[src/rtl/witf_pkg.sv]
// Shared definitions for the write-in-flight table: default depth, pointer
// width, register-index width and the register address type.
package witf_pkg;

   localparam int WITF_DEPTH_DEF = 4;
   localparam int WITF_PTR_W_DEF = $clog2(WITF_DEPTH_DEF);
   localparam int REG_IDX_W      = 5;

   typedef logic [REG_IDX_W-1:0] RegAddrBus;

   function automatic int witf_cnt_width(input int depth);
      return $clog2(depth) + 1;
   endfunction

endpackage

[src/rtl/witf_if.sv]
// Decode/dispatch/writeback bundle of the write-in-flight table.
// master = pipeline side (drives indices and strobes), slave = the table.
interface witf_if
   import witf_pkg::*;
#(
   parameter int DEPTH = WITF_DEPTH_DEF
) ();

   localparam int CNT_W = witf_cnt_width(DEPTH);

   RegAddrBus        rs1;
   RegAddrBus        rs2;
   RegAddrBus        rd;
   logic             disp_en;
   logic             wb_en;
   RegAddrBus        wb_rd;
   logic             isRAW;
   logic             witf_full;
   logic             witf_empty;
   logic [CNT_W-1:0] witf_cnt;
   logic             witf_err;

   modport master (
      output rs1, rs2, rd, disp_en, wb_en, wb_rd,
      input  isRAW, witf_full, witf_empty, witf_cnt, witf_err
   );

   modport slave (
      input  rs1, rs2, rd, disp_en, wb_en, wb_rd,
      output isRAW, witf_full, witf_empty, witf_cnt, witf_err
   );

endinterface

[src/rtl/witf_match.sv]
// DEPTH-way compare of one source register index against the table entries.
// Masked entries never hit; index 0 (the zero register) never hits.
module witf_match
   import witf_pkg::*;
#(
   parameter int DEPTH = WITF_DEPTH_DEF
) (
   input  RegAddrBus                          src,
   input  logic [DEPTH-1:0]                   valid,
   input  logic [DEPTH-1:0][REG_IDX_W-1:0]    entry_rd,
   input  logic [DEPTH-1:0]                   mask,
   output logic                               hit
);

   logic [DEPTH-1:0] eq;

   generate
      for (genvar gi = 0; gi < DEPTH; gi++) begin : g_cmp
         assign eq[gi] = valid[gi] && !mask[gi] && (entry_rd[gi] == src);
      end
   endgenerate

   assign hit = (src != '0) && (|eq);

endmodule

[src/rtl/witf.sv]
// Write-in-flight table: in-order circular FIFO of destination registers used
// to flag RAW hazards at decode. Optional macro WITF_RETIRE_BYPASS_EN masks the
// retiring head entry from isRAW since the register file forwards that write.
module witf
   import witf_pkg::*;
#(
   parameter int DEPTH = WITF_DEPTH_DEF
) (
   input logic   clk,
   input logic   rst,
   witf_if.slave bus
);

   localparam int PTR_W = $clog2(DEPTH);
   localparam int CNT_W = witf_cnt_width(DEPTH);

   logic [DEPTH-1:0]                valid_q, valid_d;
   logic [DEPTH-1:0][REG_IDX_W-1:0] rd_q, rd_d;
   logic [PTR_W-1:0]                head_q, head_d;
   logic [PTR_W-1:0]                tail_q, tail_d;
   logic [CNT_W-1:0]                cnt_q, cnt_d;
   logic                            err_q, err_d;

   logic             full;
   logic             empty;
   logic             pop_ok;
   logic             push_ok;
   logic [DEPTH-1:0] bypass_mask;
   logic             hit_rs1;
   logic             hit_rs2;

   assign empty = (cnt_q == '0);
   assign full  = (cnt_q == CNT_W'(DEPTH));

   always_comb begin
      valid_d = valid_q;
      rd_d    = rd_q;
      head_d  = head_q;
      tail_d  = tail_q;
      cnt_d   = cnt_q;
      err_d   = err_q;

      pop_ok  = bus.wb_en && !empty;
      // A full table accepts a dispatch only when the head retires alongside it.
      push_ok = bus.disp_en && (bus.rd != '0) && (!full || pop_ok);

      if (pop_ok) begin
         valid_d[head_q] = 1'b0;
         head_d          = head_q + PTR_W'(1);
      end
      if (push_ok) begin
         valid_d[tail_q] = 1'b1;
         rd_d[tail_q]    = bus.rd;
         tail_d          = tail_q + PTR_W'(1);
      end

      if (push_ok && !pop_ok) begin
         cnt_d = cnt_q + CNT_W'(1);
      end else if (pop_ok && !push_ok) begin
         cnt_d = cnt_q - CNT_W'(1);
      end

      if (bus.wb_en && empty) begin
         err_d = 1'b1;
      end
      if (pop_ok && (rd_q[head_q] != bus.wb_rd)) begin
         err_d = 1'b1;
      end
      if (bus.disp_en && (bus.rd != '0) && !push_ok) begin
         err_d = 1'b1;
      end
   end

   always_comb begin
      bypass_mask = '0;
`ifdef WITF_RETIRE_BYPASS_EN
      if (pop_ok) begin
         bypass_mask[head_q] = 1'b1;
      end
`else
      bypass_mask = '0;
`endif
   end

   always_ff @(posedge clk or negedge rst) begin
      if (!rst) begin
         valid_q <= '0;
         rd_q    <= '0;
         head_q  <= '0;
         tail_q  <= '0;
         cnt_q   <= '0;
         err_q   <= 1'b0;
      end else begin
         valid_q <= valid_d;
         rd_q    <= rd_d;
         head_q  <= head_d;
         tail_q  <= tail_d;
         cnt_q   <= cnt_d;
         err_q   <= err_d;
      end
   end

   witf_match #(.DEPTH(DEPTH)) u_match_rs1 (
      .src      (bus.rs1),
      .valid    (valid_q),
      .entry_rd (rd_q),
      .mask     (bypass_mask),
      .hit      (hit_rs1)
   );

   witf_match #(.DEPTH(DEPTH)) u_match_rs2 (
      .src      (bus.rs2),
      .valid    (valid_q),
      .entry_rd (rd_q),
      .mask     (bypass_mask),
      .hit      (hit_rs2)
   );

   assign bus.isRAW      = hit_rs1 || hit_rs2;
   assign bus.witf_full  = full;
   assign bus.witf_empty = empty;
   assign bus.witf_cnt   = cnt_q;
   assign bus.witf_err   = err_q;

endmodule
[src/flat_wrapper.sv]
// flat-port wrapper written by rule: the top's interface ports become plain ports
module witf_flat import witf_pkg::*;
#(
   parameter int DEPTH = WITF_DEPTH_DEF
)
  (clk, rst, bus_rs1, bus_rs2, bus_rd, bus_disp_en, bus_wb_en, bus_wb_rd, bus_isRAW, bus_witf_full, bus_witf_empty, bus_witf_cnt, bus_witf_err);
  witf_if #(.DEPTH(DEPTH)) bus_i ();
  input logic clk;
  input logic rst;
  input wire logic [$bits(bus_i.rs1)-1:0] bus_rs1;
  input wire logic [$bits(bus_i.rs2)-1:0] bus_rs2;
  input wire logic [$bits(bus_i.rd)-1:0] bus_rd;
  input wire logic [$bits(bus_i.disp_en)-1:0] bus_disp_en;
  input wire logic [$bits(bus_i.wb_en)-1:0] bus_wb_en;
  input wire logic [$bits(bus_i.wb_rd)-1:0] bus_wb_rd;
  output wire logic [$bits(bus_i.isRAW)-1:0] bus_isRAW;
  output wire logic [$bits(bus_i.witf_full)-1:0] bus_witf_full;
  output wire logic [$bits(bus_i.witf_empty)-1:0] bus_witf_empty;
  output wire logic [$bits(bus_i.witf_cnt)-1:0] bus_witf_cnt;
  output wire logic [$bits(bus_i.witf_err)-1:0] bus_witf_err;
  assign bus_i.rs1 = bus_rs1;
  assign bus_i.rs2 = bus_rs2;
  assign bus_i.rd = bus_rd;
  assign bus_i.disp_en = bus_disp_en;
  assign bus_i.wb_en = bus_wb_en;
  assign bus_i.wb_rd = bus_wb_rd;
  assign bus_isRAW = bus_i.isRAW;
  assign bus_witf_full = bus_i.witf_full;
  assign bus_witf_empty = bus_i.witf_empty;
  assign bus_witf_cnt = bus_i.witf_cnt;
  assign bus_witf_err = bus_i.witf_err;
  witf #(.DEPTH(DEPTH)) u_core (.clk(clk), .rst(rst), .bus(bus_i));
endmodule
[config.mk]
export PLATFORM = sky130hd
export DESIGN_NAME = witf_flat
export DESIGN_NICKNAME = d
export VERILOG_FILES = /design/src/rtl/witf_pkg.sv /design/src/rtl/witf_if.sv /design/src/rtl/witf_match.sv /design/src/rtl/witf.sv /design/src/flat_wrapper.sv
export SDC_FILE = /design/constraint.sdc
export NUM_CORES = 1
export LEC_CHECK = 0
export ABC_AREA = 0
export CAP_MARGIN = 30
export CORE_ASPECT_RATIO = 0.5
export CORE_MARGIN = 5
export CORE_UTILIZATION = 45
export CTS_BUF_LIST = sky130_fd_sc_hd__clkbuf_8
export DETAILED_ROUTE_END_ITERATION = 10
export PLACE_DENSITY = 0.68
export SKIP_CTS_REPAIR_TIMING = 1
export SLEW_MARGIN = 20
export SYNTH_ARGS = -nofsm -noshare
export SYNTH_HDL_FRONTEND = slang
export SYNTH_SLANG_ARGS = --single-unit
[constraint.sdc]
create_clock -name clk -period 2.4 [get_ports clk]
set_clock_uncertainty 0.2 [all_clocks]
set_input_delay 0.36 -clock clk [delete_from_list [all_inputs] [get_ports clk]]
set_output_delay 0.36 -clock clk [all_outputs]
set_load 0.005 [all_outputs]
==> impl_metrics.py <==
metrics = {
    "outcome": {
        "status": "finished, final reports clean",
    },
    "worst_hold_path": {
        "hp-class": "primary input to asynchronous set/reset pin",
    },
    "routing": {
        "vias_per_cell": 4.96,
        "wl_um": 5440,
        "firstDrtPassIters": 4,
        "drtIter0Drc": 52,
        "vias": 1618,
        "drc_errors": 0,
        "wl_per_cell_um": 16.7,
        "ant_nets": 0,
    },
    "logic_synthesis": {
        "seq_area_frac_synth_pct": 36.0,
        "syn_avg_cell_area_um2": 11.2,
        "synth_warnings": 0,
        "synth_cell_type_count": 30,
        "syn_area_um2": 2230,
        "synth_seq_cells": 32,
        "syn-num-nets": 232,
        "syn_inst": 198,
    },
    "finish": {
        "nets": 289,
        "drive_gt1_share_pct": 32.0,
        "mostFrequentLayoutCells": "xor2_1, buf_4, dfrtp_1, mux2_4, nand2_1",
        "area.growth.synth_to_final_pct": 34.7,
        "layout_commonest_cell": "xor2_1",
        "stdcell_count": 326,
        "antenna_cells": 0,
        "fillerInstances": 411,
    },
    "cts": {
        "cts.sinks": 32,
        "cts_tree": "yes",
        "root_buffer": "clkbuf_8",
        "cts_buffers": 5,
        "clock_latency_ps": 280,
        "clock_path_buffers": 2,
        "cts_max_level": 2,
        "clk_pin_slew_ps": 70,
    },
    "power": {
        "power_leakage_nw": 1.50,
        "ir_drop_v": 0.000610,
        "combPwrFrac_pct": 51.8,
        "p_int_mw": 2.22,
        "power.density_nw_per_um2": 1200,
        "p_sw_share_pct": 38.5,
        "p_seq_share_pct": 33.9,
        "clkPwrFrac_pct": 14.2,
        "switching_power_mw": 1.39,
    },
    "global_route": {
        "grt_overflow_total": 0,
        "grt_max_degree": 33,
        "antenna_found_initial": 0,
        "grt_pass1_wl_um": 8630,
        "grt_use_total_pct": 17.7,
        "grt_pass1_vias": 1764,
    },
    "worst_setup_path": {
        "cp.required_ps": 1840,
        "worstPathMaxFanout": 4,
        "critPathBufInv": 1,
        "rr_worst_depth": 9,
        "max_stage_delay_ps": 450,
        "cp.arrival_ps": 1680,
        "crit_chain": "xor2_1, nor4_1, nand3_1, nand4_1, a22o_1, dlymetal6s2s_1",
        "slowest_stage": "dfrtp_1",
        "end_kind": "primary output",
        "cp_num_cells": 6,
        "crit_family": "simple AND/OR/NAND/NOR gates",
        "start_kind": "flip-flop",
        "crit_type": "flip-flop to primary output",
    },
    "job": {
        "cap_violations": 0,
    },
    "sta": {
        "finalSetupViolations": 0,
        "maxSlewViolCount": 0,
        "finalHoldViolCount": 0,
        "finalCriticalPeriod_ps": 2240,
        "whs_ps": 273,
        "fin_ws_ps": 156,
        "setup_tns_ps": 0,
        "max_clock_freq_mhz": 446,
        "fin_crit_sh_pct": 93.5,
        "worst_pin_slew_ps": 416,
        "rsz0062_at_grt": "no",
        "slew_headroom_pct": 72.2,
    },
    "floorplan": {
        "rows": 18,
        "die_h_um": 59.7,
        "ios": 31,
        "dieArea_um2": 6540,
        "core_area_um2": 4860,
        "die_w_um": 109,
        "initial_core_util_pct": 45.8,
    },
    "placed_design": {
        "dp_hpwl_um": 4140,
        "post-place-ws_ps": -479,
        "port_buffers": 30,
        "place.gp.congestion": 0.951,
        "dp.cells": 314,
    },
}
## final cells by class
class	instances	area (µm²)	share of cell area [%]
repair buffers	61	571	19.0
clock inverters	3	42.5	1.42
flip-flops and latches	32	805	26.8
inverters	7	26.3	0.876
well taps	70	87.6	2.92
multi-input cells	148	1400	46.7
clock buffers	5	68.8	2.29
## cell families after synthesis
group | Yosys count | share of synthesized area [%]
adders and majority gates | 10 | 5.96
xor gates and xnor gates | 52 | 20.4
and+or+nand+nor | 51 | 12.9
muxes | 28 | 18.8
buffers and inverters | 18 | 3.20
AOI/OAI and AO/OA | 7 | 2.70
DFF | 32 | 36.0
## metal layers
metal  wire, µm  GRT usage (%)  share of wire, %  vias to the layer above
li1           -              -                 -                      786
met1       2700           24.5                50                      791
met2       2480           28.7                46                       37
met3        226           3.88               4.2                        4
met4         34           3.73              0.63                        0
met5          0              0                 0                        -
## Yosys cell counts
| master | instances | area, µm² |
|---|---|---|
| a21oi_4 | 1 | 16.3 |
| a22o_1 | 1 | 8.76 |
| a31oi_1 | 1 | 6.26 |
| buf_1 | 1 | 3.75 |
| buf_4 | 1 | 7.51 |
| clkbuf_1 | 9 | 33.8 |
| dfrtp_1 | 32 | 801 |
| fa_1 | 1 | 20.0 |
| ha_1 | 9 | 113 |
| inv_1 | 7 | 26.3 |
| mux2_2 | 1 | 11.3 |
| mux2_4 | 20 | 300 |
| mux2i_1 | 4 | 40.0 |
| mux4_2 | 3 | 67.6 |
| nand2_1 | 16 | 60.1 |
| nand2_4 | 4 | 45.0 |
| nand3_1 | 9 | 45.0 |
| nand4_1 | 2 | 12.5 |
| nor2_1 | 3 | 11.3 |
| nor2_2 | 1 | 6.26 |
| nor2b_1 | 1 | 6.26 |
| nor3_1 | 5 | 25.0 |
| nor3b_4 | 1 | 18.8 |
| nor4_1 | 8 | 50.1 |
| o21ai_0 | 2 | 10.0 |
| o21ai_2 | 1 | 8.76 |
| o32a_1 | 1 | 10.0 |
| or4_1 | 1 | 7.51 |
| xnor2_1 | 15 | 131 |
| xor2_1 | 37 | 324 |
## sequential cells by signal (all words and copies together), names as in the netlist
| signal | flops |
|---|---|
| u_core.valid_q | 4 |
| u_core.bus.witf_cnt | 3 |
| u_core.bus.witf_err | 1 |
| u_core.rd_q | 20 |
| u_core.head_q | 2 |
| u_core.tail_q | 2 |
## worst reg2reg max path, delay by kind of cell (launching register included)
kind	cells	cell delay, ps
and+or+nand+nor	3	520
buffers and inverters	2	130
adders and majority gates	2	550
xor gates and xnor gates	2	300
DFF	1	420
## metrics by stage
stage                     utilization [%]  area, µm²  total power [mW]
final                                61.7       3000              3.60
after global routing                 61.7       3000              3.82
after CTS                            59.6       2900              3.52
after detailed placement             57.3       2790              2.99
after global placement               57.3       2790              2.93
after floorplan                         -       2240              2.36
## final timing paths
kind                                                 endpoint  slack [ps]                                from
hold reg to reg            u_core.bus.witf_cnt[2]$_DFFE_PN0P_         320  u_core.bus.witf_cnt[2]$_DFFE_PN0P_
setup reg to reg           u_core.bus.witf_cnt[2]$_DFFE_PN0P_         220  u_core.bus.witf_cnt[2]$_DFFE_PN0P_
max in group asynchronous         u_core.rd_q[13]$_DFFE_PN0P_        1400                                 rst
setup / recovery                                    bus_isRAW         160         u_core.rd_q[18]$_DFFE_PN0P_
min in group clk                   u_core.rd_q[4]$_DFFE_PN0P_         290                           bus_rd[4]
hold / removal             u_core.bus.witf_cnt[0]$_DFFE_PN0P_         270                                 rst
## power groups by stage
stage	Sequential, mW	Clock (mW)	Combinational [mW]
after CTS	1.20	0.523	1.79
after detailed placement	1.21	0	1.77
after global placement	1.19	0	1.74
final	1.22	0.513	1.87
after global routing	1.25	0.550	2.02
after floorplan	1.11	0	1.26
Power figures use the tool's default switching activity.
